$ cat src/rtl/cordic_post_if.sv
// Bus between a CORDIC element chain and its post-processing block:
// chain-side outputs plus the aligned, compensated and restored results.
interface cordic_post_if #(
  parameter int VALUE_WIDTH   = 8,
  parameter int ADDRESS_WIDTH = 8
);
  logic                       in_valid;
  logic [1:0]                 quad_in;
  logic signed [VALUE_WIDTH:0]   x_n;
  logic signed [VALUE_WIDTH:0]   y_n;
  logic signed [ADDRESS_WIDTH:0] z_n;

  logic signed [VALUE_WIDTH:0]   x_out;
  logic signed [VALUE_WIDTH:0]   y_out;
  logic signed [ADDRESS_WIDTH:0] z_out;
  logic                       out_valid;
  logic                       err_quad;
  logic [15:0]                sample_cnt;

  modport master (
    output in_valid, quad_in, x_n, y_n, z_n,
    input  x_out, y_out, z_out, out_valid, err_quad, sample_cnt
  );

  modport slave (
    input  in_valid, quad_in, x_n, y_n, z_n,
    output x_out, y_out, z_out, out_valid, err_quad, sample_cnt
  );
endinterface

$ cat src/rtl/cordic_post.sv
// CORDIC post-processing: aligns valid/tag with the chain output, applies
// gain compensation, then undoes the quadrant pre-rotation.
module cordic_post #(
  parameter int VALUE_WIDTH   = 8,
  parameter int ADDRESS_WIDTH = 8,
  parameter int STAGES        = 8,
  parameter bit MODE          = 1'b1,
  parameter int QUARTER_TURN  = 2 ** (ADDRESS_WIDTH - 1)
) (
  input logic          CLK,
  input logic          RESET_n,
  cordic_post_if.slave bus
);
  localparam int VW = VALUE_WIDTH + 1;
  localparam int AW = ADDRESS_WIDTH + 1;
  localparam int SW = VALUE_WIDTH + 3;
  localparam logic signed [AW-1:0] QT = AW'(QUARTER_TURN);

  typedef enum logic [1:0] {
    TAG_NONE  = 2'd0,
    TAG_NEG90 = 2'd1,
    TAG_POS90 = 2'd2,
    TAG_BAD   = 2'd3
  } tag_t;

  logic [STAGES-1:0] vld_sr;
  tag_t              tag_sr [STAGES];

  logic                 a_valid;
  tag_t                 a_tag;
  logic signed [VW-1:0] a_gx, a_gy;
  logic signed [AW-1:0] a_z;

  logic signed [VW-1:0] b_x, b_y;
  logic signed [AW-1:0] b_z;
  logic                 b_valid;
  logic                 b_err;
  logic [15:0]          b_cnt;

  logic signed [VW-1:0] nx, ny;
  logic signed [AW-1:0] nz;

  // 1/K ~= 0.607 via four floored shifts, summed with two guard bits
  function automatic logic signed [VW-1:0] gain(input logic signed [VW-1:0] v);
    logic signed [SW-1:0] ve;
    logic signed [SW-1:0] s;
    ve = {{(SW-VW){v[VW-1]}}, v};
    s  = (ve >>> 1) + (ve >>> 3) - (ve >>> 6) - (ve >>> 9);
    return s[VW-1:0];
  endfunction

  always_ff @(posedge CLK or negedge RESET_n) begin
    if (!RESET_n) begin
      vld_sr <= '0;
      for (int unsigned i = 0; i < STAGES; i++) tag_sr[i] <= TAG_NONE;
    end else begin
      vld_sr[0] <= bus.in_valid;
      tag_sr[0] <= tag_t'(bus.quad_in);
      for (int unsigned i = 1; i < STAGES; i++) begin
        vld_sr[i] <= vld_sr[i-1];
        tag_sr[i] <= tag_sr[i-1];
      end
    end
  end

  always_ff @(posedge CLK or negedge RESET_n) begin
    if (!RESET_n) begin
      a_valid <= 1'b0;
      a_tag   <= TAG_NONE;
      a_gx    <= '0;
      a_gy    <= '0;
      a_z     <= '0;
    end else begin
      a_valid <= vld_sr[STAGES-1];
      a_tag   <= tag_sr[STAGES-1];
      a_gx    <= gain(bus.x_n);
      a_gy    <= gain(bus.y_n);
      a_z     <= bus.z_n;
    end
  end

  always_comb begin
    nx = a_gx;
    ny = a_gy;
    nz = a_z;
    case (a_tag)
      TAG_NEG90: begin
        nx = -a_gy;
        ny = a_gx;
        if (MODE == 1'b0) nz = a_z + QT;
      end
      TAG_POS90: begin
        nx = a_gy;
        ny = -a_gx;
        if (MODE == 1'b0) nz = a_z - QT;
      end
      default: ;
    endcase
  end

  // Stage A runs every cycle; the output stage loads only for a valid sample
  always_ff @(posedge CLK or negedge RESET_n) begin
    if (!RESET_n) begin
      b_x     <= '0;
      b_y     <= '0;
      b_z     <= '0;
      b_valid <= 1'b0;
      b_err   <= 1'b0;
      b_cnt   <= '0;
    end else begin
      b_valid <= a_valid;
      if (a_valid) begin
        b_x   <= nx;
        b_y   <= ny;
        b_z   <= nz;
        b_cnt <= b_cnt + 16'd1;
        if (a_tag == TAG_BAD) b_err <= 1'b1;
      end
    end
  end

  assign bus.x_out      = b_x;
  assign bus.y_out      = b_y;
  assign bus.z_out      = b_z;
  assign bus.out_valid  = b_valid;
  assign bus.err_quad   = b_err;
  assign bus.sample_cnt = b_cnt;
endmodule

$ cat src/flat_wrapper.sv
// flat-port wrapper written by rule: the top's interface ports become plain ports
module cordic_post_flat 
#(
  parameter int VALUE_WIDTH   = 8,
  parameter int ADDRESS_WIDTH = 8,
  parameter int STAGES        = 8,
  parameter bit MODE          = 1'b1,
  parameter int QUARTER_TURN  = 2 ** (ADDRESS_WIDTH - 1)
)
  (CLK, RESET_n, bus_in_valid, bus_quad_in, bus_x_n, bus_y_n, bus_z_n, bus_x_out, bus_y_out, bus_z_out, bus_out_valid, bus_err_quad, bus_sample_cnt);
  cordic_post_if #(.VALUE_WIDTH(VALUE_WIDTH), .ADDRESS_WIDTH(ADDRESS_WIDTH)) bus_i ();
  input logic CLK;
  input logic RESET_n;
  input wire logic [$bits(bus_i.in_valid)-1:0] bus_in_valid;
  input wire logic [$bits(bus_i.quad_in)-1:0] bus_quad_in;
  input wire logic [$bits(bus_i.x_n)-1:0] bus_x_n;
  input wire logic [$bits(bus_i.y_n)-1:0] bus_y_n;
  input wire logic [$bits(bus_i.z_n)-1:0] bus_z_n;
  output wire logic [$bits(bus_i.x_out)-1:0] bus_x_out;
  output wire logic [$bits(bus_i.y_out)-1:0] bus_y_out;
  output wire logic [$bits(bus_i.z_out)-1:0] bus_z_out;
  output wire logic [$bits(bus_i.out_valid)-1:0] bus_out_valid;
  output wire logic [$bits(bus_i.err_quad)-1:0] bus_err_quad;
  output wire logic [$bits(bus_i.sample_cnt)-1:0] bus_sample_cnt;
  assign bus_i.in_valid = bus_in_valid;
  assign bus_i.quad_in = bus_quad_in;
  assign bus_i.x_n = bus_x_n;
  assign bus_i.y_n = bus_y_n;
  assign bus_i.z_n = bus_z_n;
  assign bus_x_out = bus_i.x_out;
  assign bus_y_out = bus_i.y_out;
  assign bus_z_out = bus_i.z_out;
  assign bus_out_valid = bus_i.out_valid;
  assign bus_err_quad = bus_i.err_quad;
  assign bus_sample_cnt = bus_i.sample_cnt;
  cordic_post #(.VALUE_WIDTH(VALUE_WIDTH), .ADDRESS_WIDTH(ADDRESS_WIDTH), .STAGES(STAGES), .MODE(MODE), .QUARTER_TURN(QUARTER_TURN)) u_core (.CLK(CLK), .RESET_n(RESET_n), .bus(bus_i));
endmodule
$ cat config.mk
export PLATFORM = sky130hd
export DESIGN_NAME = cordic_post_flat
export DESIGN_NICKNAME = d
export VERILOG_FILES = /design/src/rtl/cordic_post_if.sv /design/src/rtl/cordic_post.sv /design/src/flat_wrapper.sv
export SDC_FILE = /design/constraint.sdc
export NUM_CORES = 1
export LEC_CHECK = 0
export ABC_AREA = 1
export CAP_MARGIN = 30
export CORE_AREA = 2 2 109 111
export DETAILED_ROUTE_END_ITERATION = 8
export DIE_AREA = 0 0 111 113
export PLACE_DENSITY = 0.72
export SKIP_LAST_GASP = 1
export SYNTH_ARGS = -nofsm -noshare
export SYNTH_HDL_FRONTEND = slang
export SYNTH_SLANG_ARGS = --single-unit
$ cat constraint.sdc
create_clock -name CLK -period 2 [get_ports CLK]
set_input_delay 0.4 -clock CLK [delete_from_list [all_inputs] [get_ports CLK]]
set_output_delay 0.4 -clock CLK [all_outputs]
set_load 0.02 [all_outputs]
Word-level counts from Yosys, hierarchy flattened. Index checks and enable logic that the tools add are counted.

Register bits: 99. Bits of input ports: 32. Output and inout port bits: 45. Word-level logic and storage cells: 35.

$add $sub $neg: 9. Equality and inequality tests: 3. Muxes and demuxes: 2. Reduce and logical (&&, ||, !) cells: 1.

Operator list (number): $pmux 9 s2 (2); $add 8x6->9 (2); $neg 9->9 (2); $sub 9x1->9 (2); $sub 9x3->9 (2); $add 16x1->16 const B (1); $eq 2x2->1 const B (2); $eq 2x1->1 const B (1); $reduce_and 2->1 (1).

Longest topological paths before layout. Gate-level depths: netlist of run 1.

Depth in word-level cells: 3. Mapped depth: 12. Mapped depth without buffers: 12.

Least setup slack after synthesis of run 1. OpenSTA, ideal clock, no wires.

Path kind: input-to-reg. From: input bus_x_n[6]. To: register u_core.a_gx[6]. Setup time: 0.124 ns. Data arrival time: 2.518 ns. Data required time: 1.876 ns. Setup slack: -0.642 ns. Cell stages on the path: 12. Buffers on the path: 0. Cells stage by stage: inv_1 -> fa_1 -> inv_1 -> fa_1 -> inv_1 -> ha_1 -> fa_1 -> nand3_1 -> nand2_1 -> nand3_1 -> nand2_1 -> xor2_1.

Word-level cells in the longest chain between the ends: 3.

RTL lines: start: declaration (RTL line flat_wrapper.sv:16) `input wire logic [$bits(bus_i.x_n)-1:0] bus_x_n;`; $add 8x6->9 (RTL line cordic_post.sv:48) `s = (ve >>> 1) + (ve >>> 3) - (ve >>> 6) - (ve >>> 9);`; $sub 9x3->9 (*) (RTL line cordic_post.sv:48); $sub 9x1->9 (*) (RTL line cordic_post.sv:48); end signal: assignment (RTL line cordic_post.sv:76) `a_gx <= gain(bus.x_n);`; end: declaration (RTL line cordic_post.sv:31) `logic signed [VW-1:0] a_gx, a_gy;`.

Mark *: on every way between the ends. The rest lies on a longest branch, timed or not. A chain may end at the register's enable or synchronous reset.

Worst setup path after layout of run 1.
From: input bus_y_n[8]. To: register u_core.a_gy[6].

Word-level cells in the longest chain between the ends: 3.

RTL lines: start: declaration (RTL line flat_wrapper.sv:17) `input wire logic [$bits(bus_i.y_n)-1:0] bus_y_n;`; $add 8x6->9 (RTL line cordic_post.sv:48); $sub 9x3->9 (RTL line cordic_post.sv:48); $sub 9x1->9 (*) (RTL line cordic_post.sv:48); end signal: assignment (RTL line cordic_post.sv:77) `a_gy <= gain(bus.y_n);`; end: declaration (RTL line cordic_post.sv:31).

Marked as above.

==> results of run 1 <==
[power by group]
group          total [mW]  switching [mW]  leakage [nW]  internal, mW
Combinational        2.48            1.34          2.08          1.14
Sequential           2.73           0.362          1.19          2.36
Clock                1.89           0.769         0.156          1.12
Total                7.09            2.47          3.42          4.62
[cell families (layout without fill, tap and decap cells)]
logic type,count (synthesis),after routing,share of synthesized area (%)
AOI/OAI and AO/OA,72,72,7.68
xor gates and xnor gates,24,24,4.19
adders and majority gates,42,42,12.6
buffers and inverters,94,223,7.23
DFF,99,99,49.4
and+or+nand+nor,221,221,18.9
[through the flow]
stage | cell area (um^2) | setup WS, ns | power [mW] | TNS, ns
CTS | 6820 | -0.366 | 7.01 | -2.40
global placement | 6290 | -1.11 | 4.92 | -15.16
global route | 6930 | -0.429 | 7.55 | -3.67
detailed placement | 6290 | -1.16 | 4.97 | -15.92
floorplan | 5060 | -0.514 | 4.01 | -4.36
finish | 6930 | -0.347 | 7.09 | -2.63
[synth_stat cells]
cell      number  share of area, %
nand2_1      145                11
dfrtp_1       99                49
inv_1         80               6.0
a21oi_1       49               4.9
nand3_1       30               3.0
ha_1          28               7.0
nor2_1        26               1.9
xor2_1        18               3.1
fa_1          14               5.6
o21ai_0       13               1.3
clkbuf_1      10              0.75
xnor2_1        6               1.0
nor3_1         4              0.40
a21o_1         3              0.45
nand4_1        3              0.37
a21boi_0       2              0.30
buf_2          2              0.20
nand2_2        2              0.25
nand3b_1       2              0.30
nor2_2         2              0.25
o31ai_1        2              0.30
or2_2          2              0.25
a22o_1         1              0.17
buf_6          1              0.22
clkinv_1       1             0.075
nand2_4        1              0.22
nand3_4        1              0.35
nor2_4         1              0.22
nor3_2         1              0.20
nor3_4         1              0.32
o211ai_1       1              0.15
o22ai_1        1              0.12
[what timing repair did]
action	in CTS	in global routing
endpoints found under the setup margin	18	16
pin swaps	23	15
setup buffers	7	3
hold buffers	1	0
gates cloned	0	0
endpoints found under the hold margin	24	0
gates resized for setup	62	24
[cell type report]
class,count,area (um^2)
clock inverters,7,106
well taps,143,179
clock buffers,9,225
fillers,907,4340
inverters,81,312
repair buffers,126,1200
multi-input cells,359,2430
flip-flops and latches,99,2480
[per-layer routing]
metal  part of all wire (%)  vias up
met5                      0        -
met4                    1.6        0
met3                    4.5       16
met2                     51      109
met1                     43     1877
li1                       -     1974
[how the worst max path moves through the flow]
stage,start,to,cells after the start
2_1_floorplan,bus_x_n[1],u_core.a_gx[6],11
3_3_place_gp,bus_y_n[6],u_core.a_gy[6],13
3_5_place_dp,bus_y_n[6],u_core.a_gy[6],13
4_1_cts,bus_y_n[6],u_core.a_gy[6],13
5_1_grt,bus_x_n[6],u_core.a_gx[6],13
6_report,bus_y_n[8],u_core.a_gy[6],13
[worst max-delay path, stage by stage]
cell and delay (ns):
buf_8 0.08, inv_4 0.03, fa_1 0.55, inv_2 0.04, fa_1 0.49, inv_2 0.05, ha_4 0.16, fa_2 0.37
nand3_2 0.08, nand2_2 0.07, nand3_2 0.07, nand2_2 0.05, xor2_1 0.15
[state kept, by name, summed over array words and instances (netlist names)]
name	cells
u_core.bus.sample_cnt	16
u_core.tag_sr	16
u_core.a_gx	9
u_core.a_gy	9
u_core.a_z	9
u_core.bus.x_out	9
u_core.bus.y_out	9
u_core.bus.z_out	9
u_core.vld_sr	8
u_core.a_tag	2
u_core.a_valid	1
u_core.bus.err_quad	1
u_core.bus.out_valid	1
==> flow_summary.ini, run 1 <==
[route]
drc = 0
postRouteAntennaNets = 0
drtIter0Drc = 337
totalWireLength_um = 10600
routedWlPerCell_um = 12.9
routed_via_density = 4.83
vias = 3976
first_pass_iters = 5

[timing]
fmax_mhz = 426
min_period_over_period_pct = 117
worstMarginPinSlew_ns = 0.480
maxSlewViolCount = 0
finalWorstSetupSlack_ns = -0.347
max_slew_margin_pct = 68.0
holdWs_ns = 0.348
setup_viol = 16
finalHoldViolations = 0
min_period_ns = 2.35
skew_ns = 0.00927
grt_setup_unrepaired = true

[synthesis]
synth-seq-cells = 99
syn_inst = 552
syn_avg_cell_area_um2 = 9.09
synth_area_um2 = 5020
syn-num-nets = 626
ys.warnings.count = 0
synth.distinct_cells = 32
yosysSeqAreaShare_pct = 49.4

[cts]
clock_path_buffers = 2
clk_latency_ns = 0.34
tritoncts = done
path_clk_slew_ns = 0.07
cts_sinks = 99
cts.htree.levels = 3
numCtsBuffers = 9
cts_root_buf = clkbuf_16

[floorplan]
coreArea_um2 = 11300
die_w_um = 111
die_area_um2 = 12500
die_h_um = 113
io_pins = 77
row_count = 39
initial_utilization_pct = 44.5

[placement]
dp_hpwl_um = 7650
place_inst = 798
port_buffers = 74
gp_congestion = 0.879

[final_layout]
fin_cells = 824
drive_gt1_share_pct = 19.5
syn2layout_area_growth_pct = 38.1
mostFrequentLayoutCell = nand2_1
post-route-util_pct = 61.5
nets = 750
mostFrequentLayoutCells = nand2_1, dfrtp_1, inv_1
num_antenna_cells = 0

[status]
violations = negative setup slack
status = complete, but fails checks

[critical_path]
critical_path_class = in2reg
cp-start-kind = input pin
r2r_start = u_core.a_valid
endpoint_kind = flop
worstRegToRegCells = 5
r2r_slack_ns = 0.36
crit_fanout = 2
cp.required_ns = 2.23
critical_path_arrival_ns = 2.57
reg2reg_to = u_core.bus.y_out[2]

[min_path]
min_from = u_core.vld_sr[1]
hold_path_class = reg2reg
hold_depth = 0
min_to = u_core.vld_sr[2]

[global_route]
use_met2_pct = 30.5
busiest_layer = met2
grt_usage_pct = 17.7
grtUsageMet3_pct = 3.16
grt_max_degree = 43
met1_usage_pct = 22.6
grt_pass1_wl_um = 18000
grt_remaining_overflow = 0
grt_pass1_vias = 3959
antenna_found_initial = 0

[power_and_ir_drop]
power.density_nw_per_um2 = 1020
power.leakage_nw = 3.42
peakVddDrop_mv = 0.669

[flow_run]
maxCapViolCount = 0
Note: power is estimated with default switching activity, not from simulation.
==> run 2, diff against run 1 <==
Settings changed: ABC_CLOCK_PERIOD_IN_PS set to 2000.
==> results of run 2 <==
No change in the layout: final DEF, timing and power equal those of run 1.
